===== src/rtl/clock_divider_multi.sv =====
// clock_divider_multi: NCH independent divided-clock / strobe generators.
// Each channel has a run-time divisor and mode. Changes are taken into shadow
// registers only at a period boundary, so an output never glitches mid-period.
// Optional feature macro: CLKDIV_SYNC_EN adds a `sync` input that phase-aligns
// all channels.
module clock_divider_multi #(
  parameter int unsigned NCH   = 2,
  parameter int unsigned DIV_W = 10
) (
  input  logic               clk,
  input  logic               reset,
  input  logic               en,
`ifdef CLKDIV_SYNC_EN
  input  logic               sync,
`endif
  input  logic [NCH*DIV_W-1:0] div,
  input  logic [NCH-1:0]     mode,
  output logic [NCH-1:0]     div_clk,
  output logic [NCH-1:0]     tick
);

  logic [DIV_W-1:0] cnt    [NCH];
  logic [DIV_W-1:0] sdiv   [NCH];
  logic [DIV_W-1:0] div_ch [NCH];
  logic [NCH-1:0]   smode;
  logic [NCH-1:0]   term;
  logic             sync_req;

`ifdef CLKDIV_SYNC_EN
  assign sync_req = sync;
`else
  assign sync_req = 1'b0;
`endif

  // Split the divisor bus and evaluate each channel's terminal condition
  // from registered state only.
  always_comb begin
    div_ch = '{default: '0};
    term   = '0;
    for (int unsigned i = 0; i < NCH; i++) begin
      div_ch[i] = div[i*DIV_W +: DIV_W];
      term[i]   = (sdiv[i] == '0) || (cnt[i] == sdiv[i] - DIV_W'(1));
    end
  end

  // Per-channel counter, shadow reload and output registers.
  always_ff @(posedge clk) begin
    if (!reset) begin
      for (int unsigned i = 0; i < NCH; i++) begin
        cnt[i]  <= '0;
        sdiv[i] <= '0;
      end
      smode   <= '0;
      div_clk <= '0;
      tick    <= '0;
    end else if (en) begin
      for (int unsigned i = 0; i < NCH; i++) begin
        if (sync_req) begin
          cnt[i]     <= '0;
          div_clk[i] <= 1'b0;
          tick[i]    <= 1'b0;
          sdiv[i]    <= div_ch[i];
          smode[i]   <= mode[i];
        end else if (!term[i]) begin
          cnt[i]  <= cnt[i] + DIV_W'(1);
          tick[i] <= 1'b0;
          if (smode[i]) begin
            div_clk[i] <= 1'b0;
          end
        end else if (sdiv[i] == '0) begin
          // Idle channel keeps sampling inputs so a new divisor starts promptly.
          cnt[i]     <= '0;
          div_clk[i] <= 1'b0;
          tick[i]    <= 1'b0;
          sdiv[i]    <= div_ch[i];
          smode[i]   <= mode[i];
        end else begin
          cnt[i]   <= '0;
          tick[i]  <= 1'b1;
          sdiv[i]  <= div_ch[i];
          smode[i] <= mode[i];
          if (mode[i] != smode[i]) begin
            div_clk[i] <= 1'b0;
          end else if (!smode[i]) begin
            div_clk[i] <= ~div_clk[i];
          end else begin
            div_clk[i] <= 1'b1;
          end
        end
      end
    end else begin
      tick <= '0;
    end
  end

endmodule

===== config.mk =====
export PLATFORM = sky130hd
export DESIGN_NAME = clock_divider_multi
export DESIGN_NICKNAME = d
export VERILOG_FILES = /design/src/rtl/clock_divider_multi.sv
export SDC_FILE = /design/constraint.sdc
export NUM_CORES = 1
export LEC_CHECK = 0
export BUFFER_PORTS_ARGS = -buffer_cell sky130_fd_sc_hd__buf_2
export CAP_MARGIN = 15
export CORE_MARGIN = 2
export CORE_UTILIZATION = 40
export DETAILED_ROUTE_END_ITERATION = 6
export SYNTH_ARGS = -nofsm -noshare
export SYNTH_HDL_FRONTEND = slang
export SYNTH_SLANG_ARGS = --single-unit

===== constraint.sdc =====
create_clock -name clk -period 4.9 [get_ports clk]
set_input_delay 0.245 -clock clk [delete_from_list [all_inputs] [get_ports clk]]
set_output_delay 0.245 -clock clk [all_outputs]
set_load 0.02 [all_outputs]

# Word level (Yosys, flattened, before mapping)
# Memory sizes are Yosys's and may differ from the RTL's.
# Index checks and enable logic that the tools add are counted.
[word_totals]
register_bits = 6
mem_bits_rw = 40
input_bits = 25
out_inout_bits = 4
word_cells = 87
memories = 2
[classes]
n_addsub = 4
n_eq_ne = 4
muxes = 49
bitwise = 12
n_reduce_logical = 11
[mem_list]
columns = ["memory", "words", "width", "rd", "rd_clocked_by_memory_dff", "wr", "line_no", "rtl"]
rows = [
  ["cnt", 2, 10, 2, 0, 2, "22", "logic [DIV_W-1:0] cnt [NCH];"],
  ["sdiv", 2, 10, 2, 0, 2, "23", "logic [DIV_W-1:0] sdiv [NCH];"],
]
[op_table]
columns = ["operator", "n"]
rows = [
  ["2-to-1 mux 10 bit", 10],
  ["2-to-1 mux 1 bit", 39],
  ["adder 10 x 1 -> 10 bit (second input constant)", 2],
  ["== test 10 bit", 2],
  ["logical NOT 10 bit", 2],
  ["subtractor 10 x 1 -> 10 bit (second input constant)", 2],
  ["bitwise OR 1 bit", 10],
  ["AND reduction 2 bit", 5],
  ["nonzero test 2 bit", 2],
  ["logical OR 1 bit", 2],
  ["!= test 1 bit", 2],
  ["NOT 1 bit", 2],
]

# Depth between registers and ports, before layout
# Gate-level depths: netlist of the first run.
# An unclocked memory read counts as a cell.
[logic_depth]
ltp_word = 11
ltp_mapped = 9
depth_no_buf = 9

# Least setup slack after synthesis of the first run
# Ideal clock, no wire load.
[synth_path]
path_kind = "reg2reg"
from = "memory sdiv[0][0]"
to = "memory sdiv[0][0] (enable)"
setup_time_ps = 378
t_arrival_ps = 2541
t_required_ps = 4522
slack_ps = 1981
stages_incl_launch_ff = 9
n_path_buf = 0
synth_period_minus_slack_ps = 2919
cell_sequence = "edfxtp_1 -> inv_1 -> ha_1 -> nand2_1 -> a221o_1 -> or4b_4 -> nor4b_4 -> nor2_4 -> o21ai_1"
[synth_rtl]
columns = ["element", "line_no"]
rows = [
  ["start, declared", "23"],
]

==> flow_summary.toml, run 1 <==
[routing]
wire_per_inst_um = 14.1
wl_um = 5500
first_pass_iters = 4
route.detailed.drc = 0
via_per_inst = 5.33
drt_iter0_markers = 146
antenna_left = 0
vias = 2075

[hold_path]
hold_class = "input port to flop"

[clock_tree]
h-tree-depth = 2
postCtsSetupBuffers = 0
hold_buffers = 0
insertion_delay_ns = 0.31
cts_tree = "built"
clkTransAtPathRegs_ns = 0.10
cts_sinks = 46
clk_path_buf_depth = 2
root_buffer = "clkbuf_8"
cts.repair.resized = 0
numCtsBuffers = 5

[yosys]
syn_area_um2 = 2770
ys.flop_type = "edfxtp_1"
async_flop_share_pct = 0
syn_inst = 281
synth_fp_nets = 310
ys_ff_latch = 46
yosysUniqueCellTypes = 61
yosys-top-cells-area = "edfxtp_1, dfxtp_1, xnor2_1"
seq_area_frac_synth_pct = 44.0
synth_edf_count = 30
yosys.area.top_type_share_pct = 32.5
syn_area_per_cell_um2 = 9.87
synth_top_cell_by_area = "edfxtp_1"
yosys_warnings = 0

[grt]
grt.total_usage_pct = 15.6
grt_pass1_vias = 1887
grt_pass1_wl_um = 9170
grt_overflow_total = 0
antenna_found_initial = 0
grt_start_max_net_pins = 18

[cells_and_area]
nets = 337
stdcell_area_um2 = 3070
fin_cells = 389
n_antenna_cell = 0
drive_gt1_share_pct = 17.2
area_growth_pct = 10.6
final_util_pct = 45.4

[timing]
tns_ns = 0
fmax_mhz = 306
setup-violations-final = 0
relSlewSlack_pct = 39.2
finalHoldViolations = 0
skew_ns = 0.0110
rsz0062_at_grt = "false"
drv_slew = 0
worst_slew_pin_slew_ns = 0.906
period_share_pct = 66.7
final.min_clock_period_ns = 3.27

[place]
place_area_um2 = 2960
hpwl_um = 4050
io_buffers = 28
dp_cells = 381
gp_congestion = 0.833

[floorplanning]
core.rowCount = 30
die-area_um2 = 7620
dieWidth_um = 87.3
dieHeight_um = 87.3
start_util_pct = 41.1
io_pins = 29
core-area_um2 = 6760

[power]
power.density_nw_per_um2 = 260
p_leak_nw = 1.16
report.power.total_w = 0.000799
ir_drop_mv = 0.116

[setup_path]
crit_start = "sdiv[0][0]"
critPathKind = "flop to flop"
crit_fanout = 10
cp-endpoint = "sdiv[0][9]"
crit_arrival_ns = 3.20
crit_required_ns = 4.83
worstReg2RegEnd = "sdiv[0][9]"
start_kind = "flop"
ff2ff_setup_slack_ns = 1.63
endpoint_kind = "flop"
reg2reg_depth = 8
r2r_start = "sdiv[0][0]"

[run_status]
status = "completed"

[flow_run]
maxCapViolCount = 0
## routing by layer
metal / vias up / global-route usage (%) / wire, µm
li1: 1058 / - / -
met1: 959 / 22.2 / 2820
met2: 52 / 23.6 / 2330
met3: 6 / 3.79 / 291
met4: 0 / 4.62 / 63
met5: - / 0 / 0
## cell families (layout without fill, tap and decap cells)
group	Yosys count	after routing	share of synthesized area (%)
multiplexers	1	1	0.361
flip-flops	46	46	44.0
XOR/XNOR	35	35	11.1
adder cells (fa/ha/maj)	4	4	1.80
buffers and inverters	20	48	3.47
AND/OR/NAND/NOR	136	136	28.7
AO/OA/AOI/OAI	39	39	10.6
## through the flow
stage               worst slack, ns  hold slack [ns]
global route                   1.35            0.198
floorplan                      1.98            0.393
global placement               1.68            0.497
detailed placement             1.56            0.505
CTS                            1.55            0.202
finish                         1.63            0.208
## placed cells by master (no fill, tap or decap), types with 3 or more instances in the layout
cell type,netlist,layout
ha_1,4,4
buf_2,0,28
nand3_1,12,12
nor3_1,13,13
xnor2_1,29,29
dfxtp_1,16,16
nand2_1,19,19
nor4_1,5,5
a21oi_1,8,8
xor2_1,6,6
o21ai_1,5,5
nor2_1,23,23
edfxtp_1,30,30
and3_1,9,9
inv_1,12,12
clkbuf_8,1,7
nor2b_1,5,5
o21ai_0,3,3
and2_1,21,21
a31oi_1,6,6
nand4_1,5,5
## cell type report
cell class / count / area [µm²]
Tap cell: 80 / 100
Timing Repair Buffer: 28 / 140
Sequential cell: 46 / 1220
Multi-Input combinational cell: 215 / 1460
Inverter: 12 / 45.0
Clock buffer: 7 / 96.3
Clock inverter: 1 / 8.76
Fill cell: 643 / 3690
## worst max-delay path, stage by stage (launching register included)
cell and delay, ns:
edfxtp_1 0.46, inv_1 0.09, ha_1 0.18, or4b_4 0.51, nor4_1 0.34, nor4_2 0.11
nor4b_4 0.38, nor2_4 0.10, o21ai_1 0.73
## Yosys cell counts (2+ instances only)
cell type,number
nor3b_2,2
xor2_1,6
ha_1,4
inv_1,12
xnor2_1,29
edfxtp_1,30
nand3b_1,2
nand2_1,19
nand3_1,12
nor3_1,13
nand4_1,5
o21ai_1,5
or4b_4,2
a21oi_1,8
o21ai_0,3
a31oi_1,6
and3_1,9
nor4_1,5
nor2_1,23
and2_1,21
or3_1,2
nand2b_1,2
dfxtp_1,16
nor2b_1,5
clkbuf_1,4
## how the worst min path moves through the flow
stage | from | end | slack, ns | cells after the start
floorplan | mode[1] | smode[1] | 0.39 | 2
global placement | smode[1] | smode[1] | 0.50 | 2
detailed placement | smode[1] | smode[1] | 0.51 | 2
CTS | div[11] | sdiv[1][1] | 0.20 | 2
global route | div[15] | sdiv[1][5] | 0.20 | 2
finish | mode[1] | smode[1] | 0.21 | 3
## where the power goes
group,total [W],internal (W),leakage (nW),switching (W)
clock network,0.000264,0.000129,0.0544,0.000134
registers,0.000449,0.000428,0.447,0.0000210
logic,0.0000865,0.0000416,0.659,0.0000450
## registers in the layout, indices dropped and copies added (netlist names)
| register | count |
|---|---|
| cnt | 20 |
| sdiv | 20 |
| div_clk | 2 |
| smode | 2 |
| tick | 2 |
Note: power is estimated with default switching activity, not from simulation.
==> run 2, diff against run 1 <==
clock period = 2.8 ns   (was 4.9 ns; I/O delays follow)
==> flow_summary.toml, run 2 (synthesis gave the netlist of run 1 again) <==
[setup_path]
start_kind = "flop"
crit_fanout = 10
crit_arrival_ns = 2.70
crit_required_ns = 2.81
crit_start = "sdiv[0][1]"
endpoint_kind = "flop"
r2r_start = "sdiv[0][1]"
critPathKind = "flop to flop"

[grt]
grt_pass1_vias = 1893
antenna_found_initial = 0
grt_util_met3_pct = 3.51
grt.total_usage_pct = 15.4
grt_pass1_wl_um = 9140
met2_usage_pct = 22.6
top_usage_layer = "met1"
grt_start_max_net_pins = 18
use_met1_pct = 22.9
grt_overflow_total = 0

[clock_tree]
clk_path_buf_depth = 2
insertion_delay_ns = 0.30
cts_sinks = 46
numCtsBuffers = 5
clkTransAtPathRegs_ns = 0.09
cts_tree = "built"
h-tree-depth = 2
postCtsSetupBuffers = 0
root_buffer = "clkbuf_8"

[run_status]
status = "completed"

[routing]
vias = 2103
wire_per_inst_um = 13.9
drt_iter0_markers = 84
wl_um = 5530
route.detailed.drc = 0
antenna_left = 0
via_per_inst = 5.28
first_pass_iters = 4

[floorplanning]
dieHeight_um = 87.3
die-area_um2 = 7620
dieWidth_um = 87.3
start_util_pct = 41.1
core.rowCount = 30
core-area_um2 = 6760
io_pins = 29

[timing]
relSlewSlack_pct = 65.5
drv_slew = 0
period_share_pct = 96.1
rsz0062_at_grt = "true"
final.min_clock_period_ns = 2.69
finalHoldViolations = 0
tns_ns = 0
fmax_mhz = 372
worst_slew_pin_slew_ns = 0.513
setup-violations-final = 0
skew_ns = 0.00900

[cells_and_area]
final_common_cell = "edfxtp_1"
area_growth_pct = 15.7
mostFrequentLayoutCells = "edfxtp_1, xnor2_1, buf_2"
nets = 346
n_antenna_cell = 0
stdcell_area_um2 = 3210
reg_top3 = "cnt x20, sdiv x20"
seqCellArea_um2 = 1220
nFillCells = 660
multi_input_area_um2 = 1520
drive_gt1_share_pct = 21.1

[place]
hpwl_um = 4170
gp_congestion = 0.780
io_buffers = 28
place_area_um2 = 3060

[power]
report.power.total_w = 0.00139
p_leak_nw = 1.22
ir_drop_mv = 0.171
power.density_nw_per_um2 = 432

[flow_run]
maxCapViolCount = 0

[hold_path]
min-delay-start = "mode[1]"
hold_class = "input port to flop"
## run 2: changes by cell type in the layout (fill, tap and decap cells not counted), sizes merged
cell	before	now
buf	28	37
## run 2: worst max-delay path: stages, from the launching register on
cell      delay [ns]
edfxtp_1        0.42
inv_1           0.08
ha_2            0.18
nand2_1         0.06
a221o_1         0.33
or4b_4          0.53
nor4b_4         0.37
nor2_4          0.11
o21ai_2         0.19
buf_12          0.15
## run 2: path summary, 6_finish.rpt
check | end | depth (start not counted) | slack, ns
max | sdiv[0][4] | 9 | 0.11
max reg2reg | sdiv[0][4] | 9 | 0.11
min | smode[1] | 3 | 0.11
min reg2reg | smode[0] | 2 | 0.52
## run 2: layer usage
| metal | vias up | part of all wire, % |
|---|---|---|
| met5 | - | 0 |
| met4 | 0 | 1.0 |
| met3 | 5 | 3.7 |
| met2 | 38 | 44 |
| met1 | 979 | 51 |
| li1 | 1081 | - |
## run 2: timing repair
action / CTS / global route
hold buffers: 0 / 0
gates resized for setup: 0 / 8
setup endpoints to repair: 0 / 39
## run 2: where the power goes
part | switching [W] | total [W] | internal (W) | leakage, nW
Combinational | 0.0000896 | 0.000175 | 0.0000859 | 0.724
Sequential | 0.0000348 | 0.000783 | 0.000748 | 0.447
Clock | 0.000218 | 0.000428 | 0.000209 | 0.0517
Total | 0.000343 | 0.00139 | 0.00104 | 1.22
## run 2: cell type report
cell class,instances,area share [%]
Timing Repair Buffer,37,7.25
Tap cell,80,3.12
Multi-Input combinational cell,215,47.2
Clock buffer,7,2.81
Inverter,12,1.40
Clock inverter,1,0.156
Sequential cell,46,38.0
## run 2: stage by stage
stage	hold WS (ns)	worst slack, ns	utilization [%]	instances
floorplan	0.288	0.0811	-	281
global placement	0.416	0.0945	45.3	390
detailed placement	0.421	0.0322	45.3	390
CTS	0.109	0.0262	46.7	398
global route	0.0985	-0.00783	47.5	398
finish	0.110	0.110	47.5	398
